<file path="config.mk">
export PLATFORM = sky130hd
export DESIGN_NAME = matrix_result_collector
export DESIGN_NICKNAME = d
export VERILOG_FILES = /design/src/rtl/matrix_pkg.sv /design/src/rtl/matrix_result_fifo.sv /design/src/rtl/matrix_result_collector.sv
export SDC_FILE = /design/constraint.sdc
export NUM_CORES = 1
export LEC_CHECK = 0
export BUFFER_PORTS_ARGS = -buffer_cell sky130_fd_sc_hd__buf_2
export CORE_UTILIZATION = 35
export DETAILED_ROUTE_END_ITERATION = 7
export SLEW_MARGIN = 20
export SYNTH_ARGS = -nofsm -noshare
export SYNTH_HDL_FRONTEND = slang
export SYNTH_SLANG_ARGS = --single-unit
export TNS_END_PERCENT = 30
</file>
<file path="constraint.sdc">
create_clock -name clk -period 3.8 [get_ports clk]
set_input_delay 0.76 -clock clk [delete_from_list [all_inputs] [get_ports clk]]
set_output_delay 0.76 -clock clk [all_outputs]
set_load 0.005 [all_outputs]
</file>
<file path="src/rtl/matrix_pkg.sv">
// Shared constants and collector state encoding
// for the matrix result collection path.
package matrix_pkg;

    localparam int P_WIDTH = 18;
    localparam int NUM_P   = 4;
    localparam int SEL_W   = 2;

    typedef enum logic [1:0] {
        ST_IDLE  = 2'd0,
        ST_STALL = 2'd1,
        ST_SWEEP = 2'd2
    } coll_state_e;

    // Free FIFO slots given depth and occupancy.
    function automatic int unsigned free_slots(
        input int unsigned depth,
        input int unsigned occ
    );
        return depth - occ;
    endfunction

endpackage

</file>
<file path="src/rtl/matrix_result_fifo.sv">
// Show-ahead result FIFO with synchronous flush.
// Ports: clk, rst, flush, push/wr_data, pop, rd_data, rd_valid, count.
module matrix_result_fifo #(
    parameter int DEPTH = 16,
    parameter int WIDTH = 18,
    localparam int AW = $clog2(DEPTH),
    localparam int CW = AW + 1
) (
    input  logic             clk,
    input  logic             rst,
    input  logic             flush,
    input  logic             push,
    input  logic [WIDTH-1:0] wr_data,
    input  logic             pop,
    output logic [WIDTH-1:0] rd_data,
    output logic             rd_valid,
    output logic [CW-1:0]    count
);

    logic [WIDTH-1:0] mem [DEPTH];
    logic [AW-1:0]    wr_ptr;
    logic [AW-1:0]    rd_ptr;
    logic             do_pop;
    logic             do_push;
    logic             full;

    assign full     = (count == CW'(DEPTH));
    assign rd_valid = (count != '0);
    assign rd_data  = mem[rd_ptr];
    assign do_pop   = pop & rd_valid;
    // A pop in the same cycle frees the slot being written.
    assign do_push  = push & (~full | do_pop);

    // Storage is deliberately left unreset.
    always_ff @(posedge clk) begin
        if (do_push && !rst && !flush) begin
            mem[wr_ptr] <= wr_data;
        end
    end

    always_ff @(posedge clk) begin
        if (rst || flush) begin
            wr_ptr <= '0;
            rd_ptr <= '0;
            count  <= '0;
        end else begin
            if (do_push) begin
                wr_ptr <= wr_ptr + 1'b1;
            end
            if (do_pop) begin
                rd_ptr <= rd_ptr + 1'b1;
            end
            unique case ({do_push, do_pop})
                2'b10:   count <= count + 1'b1;
                2'b01:   count <= count - 1'b1;
                default: count <= count;
            endcase
        end
    end

endmodule

</file>
<file path="src/rtl/matrix_result_collector.sv">
// Sweeps matrixTOP products into a result FIFO, stalling on lack of space.
// Ports: result_valid/P_out/P_sel/hold to matrixTOP; rd_* consumer side; count, overflow.
module matrix_result_collector #(
    parameter int DEPTH   = 16,
    parameter int P_WIDTH = matrix_pkg::P_WIDTH,
    parameter int NUM_P   = matrix_pkg::NUM_P,
    localparam int CW     = $clog2(DEPTH) + 1
) (
    input  logic               clk,
    input  logic               rst,
    input  logic               result_valid,
    input  logic [P_WIDTH-1:0] P_out,
    output logic [1:0]         P_sel,
    output logic               hold,
    input  logic               clear,
    output logic [P_WIDTH-1:0] rd_data,
    output logic               rd_valid,
    input  logic               rd_ready,
    output logic [CW-1:0]      count,
    output logic               overflow
);

    import matrix_pkg::*;

    localparam logic [SEL_W-1:0] SEL_LAST = SEL_W'(NUM_P - 1);

    coll_state_e      state;
    coll_state_e      state_nx;
    logic [SEL_W-1:0] sel_q;
    logic [SEL_W-1:0] sel_nx;
    logic             push;
    logic             lost;
    logic             room;
    logic [CW-1:0]    free_words;

    // Space is judged on occupancy before any same-cycle pop.
    assign free_words = CW'(free_slots(DEPTH, 32'(count)));
    assign room       = (free_words >= CW'(NUM_P));

    always_comb begin
        state_nx = state;
        sel_nx   = sel_q;
        push     = 1'b0;
        lost     = 1'b0;
        unique case (state)
            ST_IDLE: begin
                sel_nx = '0;
                if (result_valid) begin
                    state_nx = room ? ST_SWEEP : ST_STALL;
                end
            end
            ST_STALL: begin
                lost = result_valid;
                if (room) begin
                    state_nx = ST_SWEEP;
                end
            end
            ST_SWEEP: begin
                lost = result_valid;
                push = 1'b1;
                if (sel_q == SEL_LAST) begin
                    state_nx = ST_IDLE;
                    sel_nx   = '0;
                end else begin
                    sel_nx = sel_q + 1'b1;
                end
            end
            default: begin
                state_nx = ST_IDLE;
                sel_nx   = '0;
            end
        endcase
    end

    always_ff @(posedge clk) begin
        if (rst || clear) begin
            state    <= ST_IDLE;
            sel_q    <= '0;
            overflow <= 1'b0;
        end else begin
            state <= state_nx;
            sel_q <= sel_nx;
            if (lost) begin
                overflow <= 1'b1;
            end
        end
    end

    assign hold  = (state != ST_IDLE);
    assign P_sel = (state == ST_SWEEP) ? sel_q : '0;

    matrix_result_fifo #(
        .DEPTH (DEPTH),
        .WIDTH (P_WIDTH)
    ) u_fifo (
        .clk      (clk),
        .rst      (rst),
        .flush    (clear),
        .push     (push),
        .wr_data  (P_out),
        .pop      (rd_ready),
        .rd_data  (rd_data),
        .rd_valid (rd_valid),
        .count    (count)
    );

endmodule

</file>
==> impl_metrics.env, run 1 <==
export IMPL_status="finished, final reports clean"
export IMPL_final_common_cell="edfxtp_1"
export IMPL_setup_slack_ns=0.4852
export IMPL_antenna_cells=0
export IMPL_whs_path_depth=2
export IMPL_drive_gt1_frac=0.2634
export IMPL_cts_resized_gates=0
export IMPL_globalplace_congestion=0.7270
export IMPL_ant_nets=0
export IMPL_initialDrtViolationCount=375
export IMPL_initial_core_util=0.3545
export IMPL_io_buffers=50
export IMPL_nets=725
export IMPL_syn_area_um2=12220
export IMPL_rsz0062_at_grt="no"
export IMPL_powerDensity_nw_per_um2=491.3
export IMPL_fp_dieArea_um2=35650
export IMPL_grt_pass1_wl_um=37620
export IMPL_maxCapViolations=0
export IMPL_io_pins=51
export IMPL_wl_per_cell_um=21.66
export IMPL_max_slew_worst_pin_slew_ns=0.8454
export IMPL_min_from="overflow"
export IMPL_final_setup_tns_ns=0
export IMPL_vias=5956
export IMPL_worstPathMaxFanout=10
export IMPL_synth_cell_types=43
export IMPL_power_switching_mw=1.355
export IMPL_worstSetupEndpointType="flop"
export IMPL_synthSimpleGateAreaFrac=0.03902
export IMPL_drc=0
export IMPL_postCtsSetupBuffers=0
export IMPL_leakagePower_nw=4.591
export IMPL_maxSlewHeadroom=0.4364
export IMPL_die_h_um=188.8
export IMPL_synth_seq_cells=310
export IMPL_reg2regPathDepth=12
export IMPL_r2r_start="u_fifo.count[1]"
export IMPL_clockBufferDepth=3
export IMPL_p_clk_frac=0.443
export IMPL_track_usage=0.1437
export IMPL_hold_path_class="reg -> reg"
export IMPL_coreArea_um2=34460
export IMPL_syn_nets=641
export IMPL_grt_ovfl_total=0
export IMPL_seq_power_share=0.537
export IMPL_synth_edff_count=288
export IMPL_crit_required_ns=4.19
export IMPL_synth_fa_ha_area_frac=0.01434
export IMPL_finalCritPeriodShare=0.8723
export IMPL_fin_hold_ws_ns=0.4715
export IMPL_root_buffer="clkbuf_16"
export IMPL_regArea_um2=9096
export IMPL_synth_compound_area_frac=0.03472
export IMPL_clk_pin_slew_ns=0.06
export IMPL_antenna_found_initial=1
export IMPL_min_to="overflow"
export IMPL_numCtsBuffers=34
export IMPL_period_needed_ns=3.315
export IMPL_r2r_slack_ns=0.49
export IMPL_sw_frac_of_total=0.1947
export IMPL_yosysSeqAreaShare=0.7440
export IMPL_grt_pass1_vias=6159
export IMPL_areaGrowthSynthToFinish_pct=16.02
export IMPL_post_route_util=0.4113
export IMPL_fmax_mhz=301.7
export IMPL_hold_buffers=0
export IMPL_cts_tree="done"
export IMPL_worstSetupPathType="reg -> reg"
export IMPL_pwr_share_comb=0.020
export IMPL_std_cell_rows=68
export IMPL_synth_top_family_by_area="multiplexers"
export IMPL_die_w_um=188.8
export IMPL_fill_cells=3044
export IMPL_firstDrtPassIters=5
export IMPL_syn_inst=604
export IMPL_hold_violations=0
export IMPL_r2r_end="u_fifo.count[4]"
export IMPL_avgSynthCellArea_um2=20.22
export IMPL_cts_sinks=310
export IMPL_routed_via_density=5.112
export IMPL_wl_um=25230
export IMPL_multi_input_area_um2=2895
export IMPL_dp_hpwl_um=13940
export IMPL_fin_skew_ns=0.01517
export IMPL_intPower_mw=5.607
export IMPL_critical_path_arrival_ns=3.70
export IMPL_crit_start="u_fifo.count[1]"
export IMPL_most_common_layout_cells="edfxtp_1 (288), mux4_2 (53), buf_2 (50), a22oi_1 (36), clkbuf_16 (35)"
export IMPL_synth_area_mux_share=0.1410
export IMPL_async_reset_ff_frac=0
export IMPL_dp_slack_ns=0.4980
export IMPL_grt_max_degree=44
export IMPL_yosys_area_share_xor_xnor=0.006453
export IMPL_report_final_slew_viol_count=0
export IMPL_peakVddDrop_mv=0.2568
export IMPL_ys_warn_count=0
export IMPL_cp_start_kind="flop"
export IMPL_setup_violations=0
export IMPL_synthFlopType="edfxtp_1"
export IMPL_h_tree_depth=2
export IMPL_worstSkewPairLatency_ns=0.51
[cell families after synthesis]
logic type / after synthesis
AOI/OAI and AO/OA: 60
DFF: 310
and+or+nand+nor: 93
buffers and inverters: 43
adders and majority gates: 14
muxes: 75
xor gates and xnor gates: 9
[Yosys cell counts (2+ instances only)]
master	n	area share
buf_4	6	0.0037
buf_2	5	0.0020
clkbuf_1	10	0.0031
mux4_1	19	0.041
xor2_1	6	0.0043
or3_1	4	0.0020
nand2_1	28	0.0086
a22oi_1	36	0.022
o21ai_0	4	0.0016
nand3_1	3	0.0012
ha_1	14	0.014
nand4b_1	2	0.0014
nand2b_1	2	0.0010
xnor2_1	3	0.0022
nor2_1	20	0.0061
inv_1	13	0.0040
mux2i_1	3	0.0025
edfxtp_1	288	0.71
a21oi_1	9	0.0037
dfxtp_1	22	0.036
and3_1	2	0.0010
mux4_2	53	0.098
nor4_1	2	0.0010
o21a_1	2	0.0012
buf_6	7	0.0065
o211ai_1	3	0.0018
and2_1	15	0.0077
nor3_1	4	0.0016
nor2b_1	5	0.0026
[worst max-delay path: stages, from the launching register on]
cell and delay [ns]:
dfxtp_1 0.50, nor4_1 0.14, ha_1 0.21, nor2b_1 0.51, o21a_1 0.30, inv_2 0.10, ha_1 0.31, xor2_1 0.18
ha_1 0.23, or3_1 0.31, nor3_1 0.20, or3_1 0.14, nand3_1 0.06
[power groups by stage]
stage	clock [mW]	combinational [mW]	sequential, mW
after floorplan	0	0.0699	3.81
after global routing	3.28	0.156	3.74
final	3.09	0.138	3.74
after CTS	3.16	0.142	3.74
after detailed placement	0	0.141	3.81
after global placement	0	0.138	3.81
[layer usage]
metal  vias up  routed length [um]  GRT usage
met5         -                   8          0
met4         2                 490    0.04187
met3        44                1463    0.02589
met2       156               12010     0.2309
met1      3105               11260     0.1995
li1       2649                   -          -
[sequential cells by signal (all words and copies together), names as in the netlist, named ones only]
register,count
u_fifo.mem,288
overflow,1
state,2
u_fifo.count,5
u_fifo.wr_ptr,4
sel_q,2
u_fifo.rd_ptr,4
[stage by stage]
step | power [mW] | instance area, um^2 | cells
after floorplan | 3.879 | 12220 | 604
after global placement | 3.947 | 13120 | 1107
after detailed placement | 3.950 | 13120 | 1107
after CTS | 7.038 | 14170 | 1165
after global routing | 7.170 | 14170 | 1165
final | 6.962 | 14170 | 1165
[final cells by class]
cell class	count	area share
clock inverter	16	0.01086
tap	455	0.04017
inverter	14	0.003708
sequential	310	0.6418
multi-input combinational	251	0.2043
clock buffer	42	0.06365
timing repair buffer	77	0.03549
[how the worst max path moves through the flow]
stage	to	slack, ns	depth (start not counted)
final	u_fifo.count[4]	0.49	12
after detailed placement	u_fifo.count[4]	0.50	11
after global placement	u_fifo.count[4]	0.58	11
after global routing	u_fifo.count[4]	0.09	12
after floorplan	u_fifo.count[4]	0.90	14
after CTS	rd_data[2]	0.49	5
(Power assumes the default switching activity.)
==> run 2, diff against run 1 <==
--- a/config.mk
+++ b/config.mk
@@ -6,8 +6,10 @@
 export NUM_CORES = 1
 export LEC_CHECK = 0
 export BUFFER_PORTS_ARGS = -buffer_cell sky130_fd_sc_hd__buf_2
-export CORE_UTILIZATION = 35
+export CORE_UTILIZATION = 45
 export DETAILED_ROUTE_END_ITERATION = 7
+export PLACE_DENSITY_LB_ADDON = 0.25
+export SETUP_SLACK_MARGIN = 0.1
 export SLEW_MARGIN = 20
 export SYNTH_ARGS = -nofsm -noshare
 export SYNTH_HDL_FRONTEND = slang
==> run 2 against run 1 <==
Power up 1.7%. Count of clock-buffer cells in the layout is 5 higher. Non-clock buffer count increased by 1. Cell count down 10%. Core utilization up 12 points. Combinational power about the same.
==> impl_metrics.env, run 2 (same netlist as run 1, synthesis figures left out) <==
export IMPL_fin_area_um2=14080
export IMPL_root_buffer="clkbuf_16"
export IMPL_grtUsageMet1=0.2534
export IMPL_maxSlewHeadroom=0.4577
export IMPL_die_h_um=166.8
export IMPL_ant_nets=0
export IMPL_reg2regPathDepth=12
export IMPL_areaGrowthSynthToFinish_pct=15.27
export IMPL_dp_hpwl_um=14470
export IMPL_powerDensity_nw_per_um2=502.7
export IMPL_worstPathMaxFanout=32
export IMPL_fin_hold_ws_ns=0.5131
export IMPL_use_met2=0.2936
export IMPL_postCtsSetupBuffers=0
export IMPL_worstSetupPathType="reg -> out"
export IMPL_leakagePower_nw=4.636
export IMPL_hold_buffers=0
export IMPL_hold_path_class="reg -> reg"
export IMPL_cts_tree="done"
export IMPL_critical_path_arrival_ns=2.61
export IMPL_dp_slack_ns=0.4634
export IMPL_grt_pass1_vias=6314
export IMPL_finalCritPeriodShare=0.8869
export IMPL_h_tree_depth=2
export IMPL_coreArea_um2=26350
export IMPL_rsz0062_at_grt="no"
export IMPL_clockBufferDepth=3
export IMPL_nets=726
export IMPL_final_common_cell="edfxtp_1"
export IMPL_fp_dieArea_um2=27810
export IMPL_most_common_layout_cells="edfxtp_1 (288), mux4_2 (53), buf_2 (50), clkbuf_16 (37), a22oi_1 (36)"
export IMPL_post_route_util=0.5343
export IMPL_std_cell_rows=59
export IMPL_io_pins=51
export IMPL_largestRegisters="u_fifo.mem (288), u_fifo.count (5)"
export IMPL_period_needed_ns=3.370
export IMPL_antenna_found_initial=0
export IMPL_crit_required_ns=3.04
export IMPL_busiest_layer="met2"
export IMPL_fin_skew_ns=0.01141
export IMPL_drc=0
export IMPL_max_slew_worst_pin_slew_ns=0.8098
export IMPL_grt_max_degree=33
export IMPL_cts_sinks=310
export IMPL_report_final_slew_viol_count=0
export IMPL_final_setup_tns_ns=0
export IMPL_clk_pin_slew_ns=0.05
export IMPL_wl_per_cell_um=23.34
export IMPL_routed_via_density=5.712
export IMPL_maxCapViolations=0
export IMPL_vias=5992
export IMPL_setup_violations=0
export IMPL_top_register="u_fifo.mem"
export IMPL_peakVddDrop_mv=0.3304
export IMPL_initial_core_util=0.4635
export IMPL_cp_start_kind="flop"
export IMPL_setup_slack_ns=0.4296
export IMPL_globalplace_congestion=0.7792
export IMPL_track_usage=0.1830
export IMPL_worstSkewPairLatency_ns=0.51
export IMPL_largest_reg_flops=288
export IMPL_grt_pass1_wl_um=37760
export IMPL_drive_gt1_frac=0.2623
export IMPL_io_buffers=50
export IMPL_initialDrtViolationCount=511
export IMPL_postPlaceCellArea_um2=12980
export IMPL_numCtsBuffers=34
export IMPL_hold_violations=0
export IMPL_grt_ovfl_total=0
export IMPL_fmax_mhz=296.7
export IMPL_firstDrtPassIters=5
export IMPL_status="finished, final reports clean"
export IMPL_worstSetupEndpointType="primary output"
export IMPL_die_w_um=166.8
export IMPL_wl_um=24490
export IMPL_grt_util_met3=0.03588
export IMPL_whs_path_depth=2
export IMPL_cts_resized_gates=0
-- run 2: changes by cell type in the layout (fill, tap and decap cells not counted) --
cell,before,now
clkinvlp_4,4,0
clkbuf_1,7,10
clkbuf_16,35,37
clkinv_2,1,3
clkinv_8,2,0
buf_12,4,5
bufinv_16,2,3
dfxtp_2,0,1
dfxtp_4,2,1
diode_2,0,1
-- run 2: through the flow --
stage / instances / total power [mW]
3_3_place_gp: 988 / 3.942
4_1_cts: 1048 / 7.144
2_1_floorplan: 604 / 3.879
6_report: 1049 / 7.079
3_5_place_dp: 988 / 3.952
5_1_grt: 1048 / 7.285
-- run 2: path summary, 6_finish.rpt --
kind / from / end / slack, ns
min: u_fifo.wr_ptr[1] / u_fifo.wr_ptr[1] / 0.51
max reg2reg: u_fifo.count[1] / u_fifo.count[4] / 0.44
min reg2reg: u_fifo.wr_ptr[1] / u_fifo.wr_ptr[1] / 0.51
max: flop / rd_data[14] / 0.43
-- run 2: cell type report --
| cell class | count | area, um^2 |
|---|---|---|
| well taps | 335 | 419.2 |
| flip-flops and latches | 310 | 9094 |
| fillers | 2024 | 12270 |
| repair buffers | 78 | 523.0 |
| inverters | 14 | 52.55 |
| multi-input cells | 251 | 2895 |
| diodes | 1 | 2.502 |
| clock inverters | 13 | 131.4 |
| clock buffers | 47 | 963.4 |
-- run 2: where the power goes --
group,switching (mW),internal [mW]
logic,0.0896,0.0490
clock network,1.23,1.97
registers,0.00684,3.73
-- run 2: worst max-delay path, cell delays in order, from the launching register on --
cell and delay [ns]:
dfxtp_4 0.66, buf_12 0.32, mux4_1 0.60, a22oi_1 0.28, nand2_1 0.08, buf_2 0.13
-- run 2: per-layer routing --
layer,vias to the layer above,part of all wire
met3,38,0.051
met2,156,0.49
li1,2658,-
met4,0,0.022
met1,3140,0.44
met5,-,0
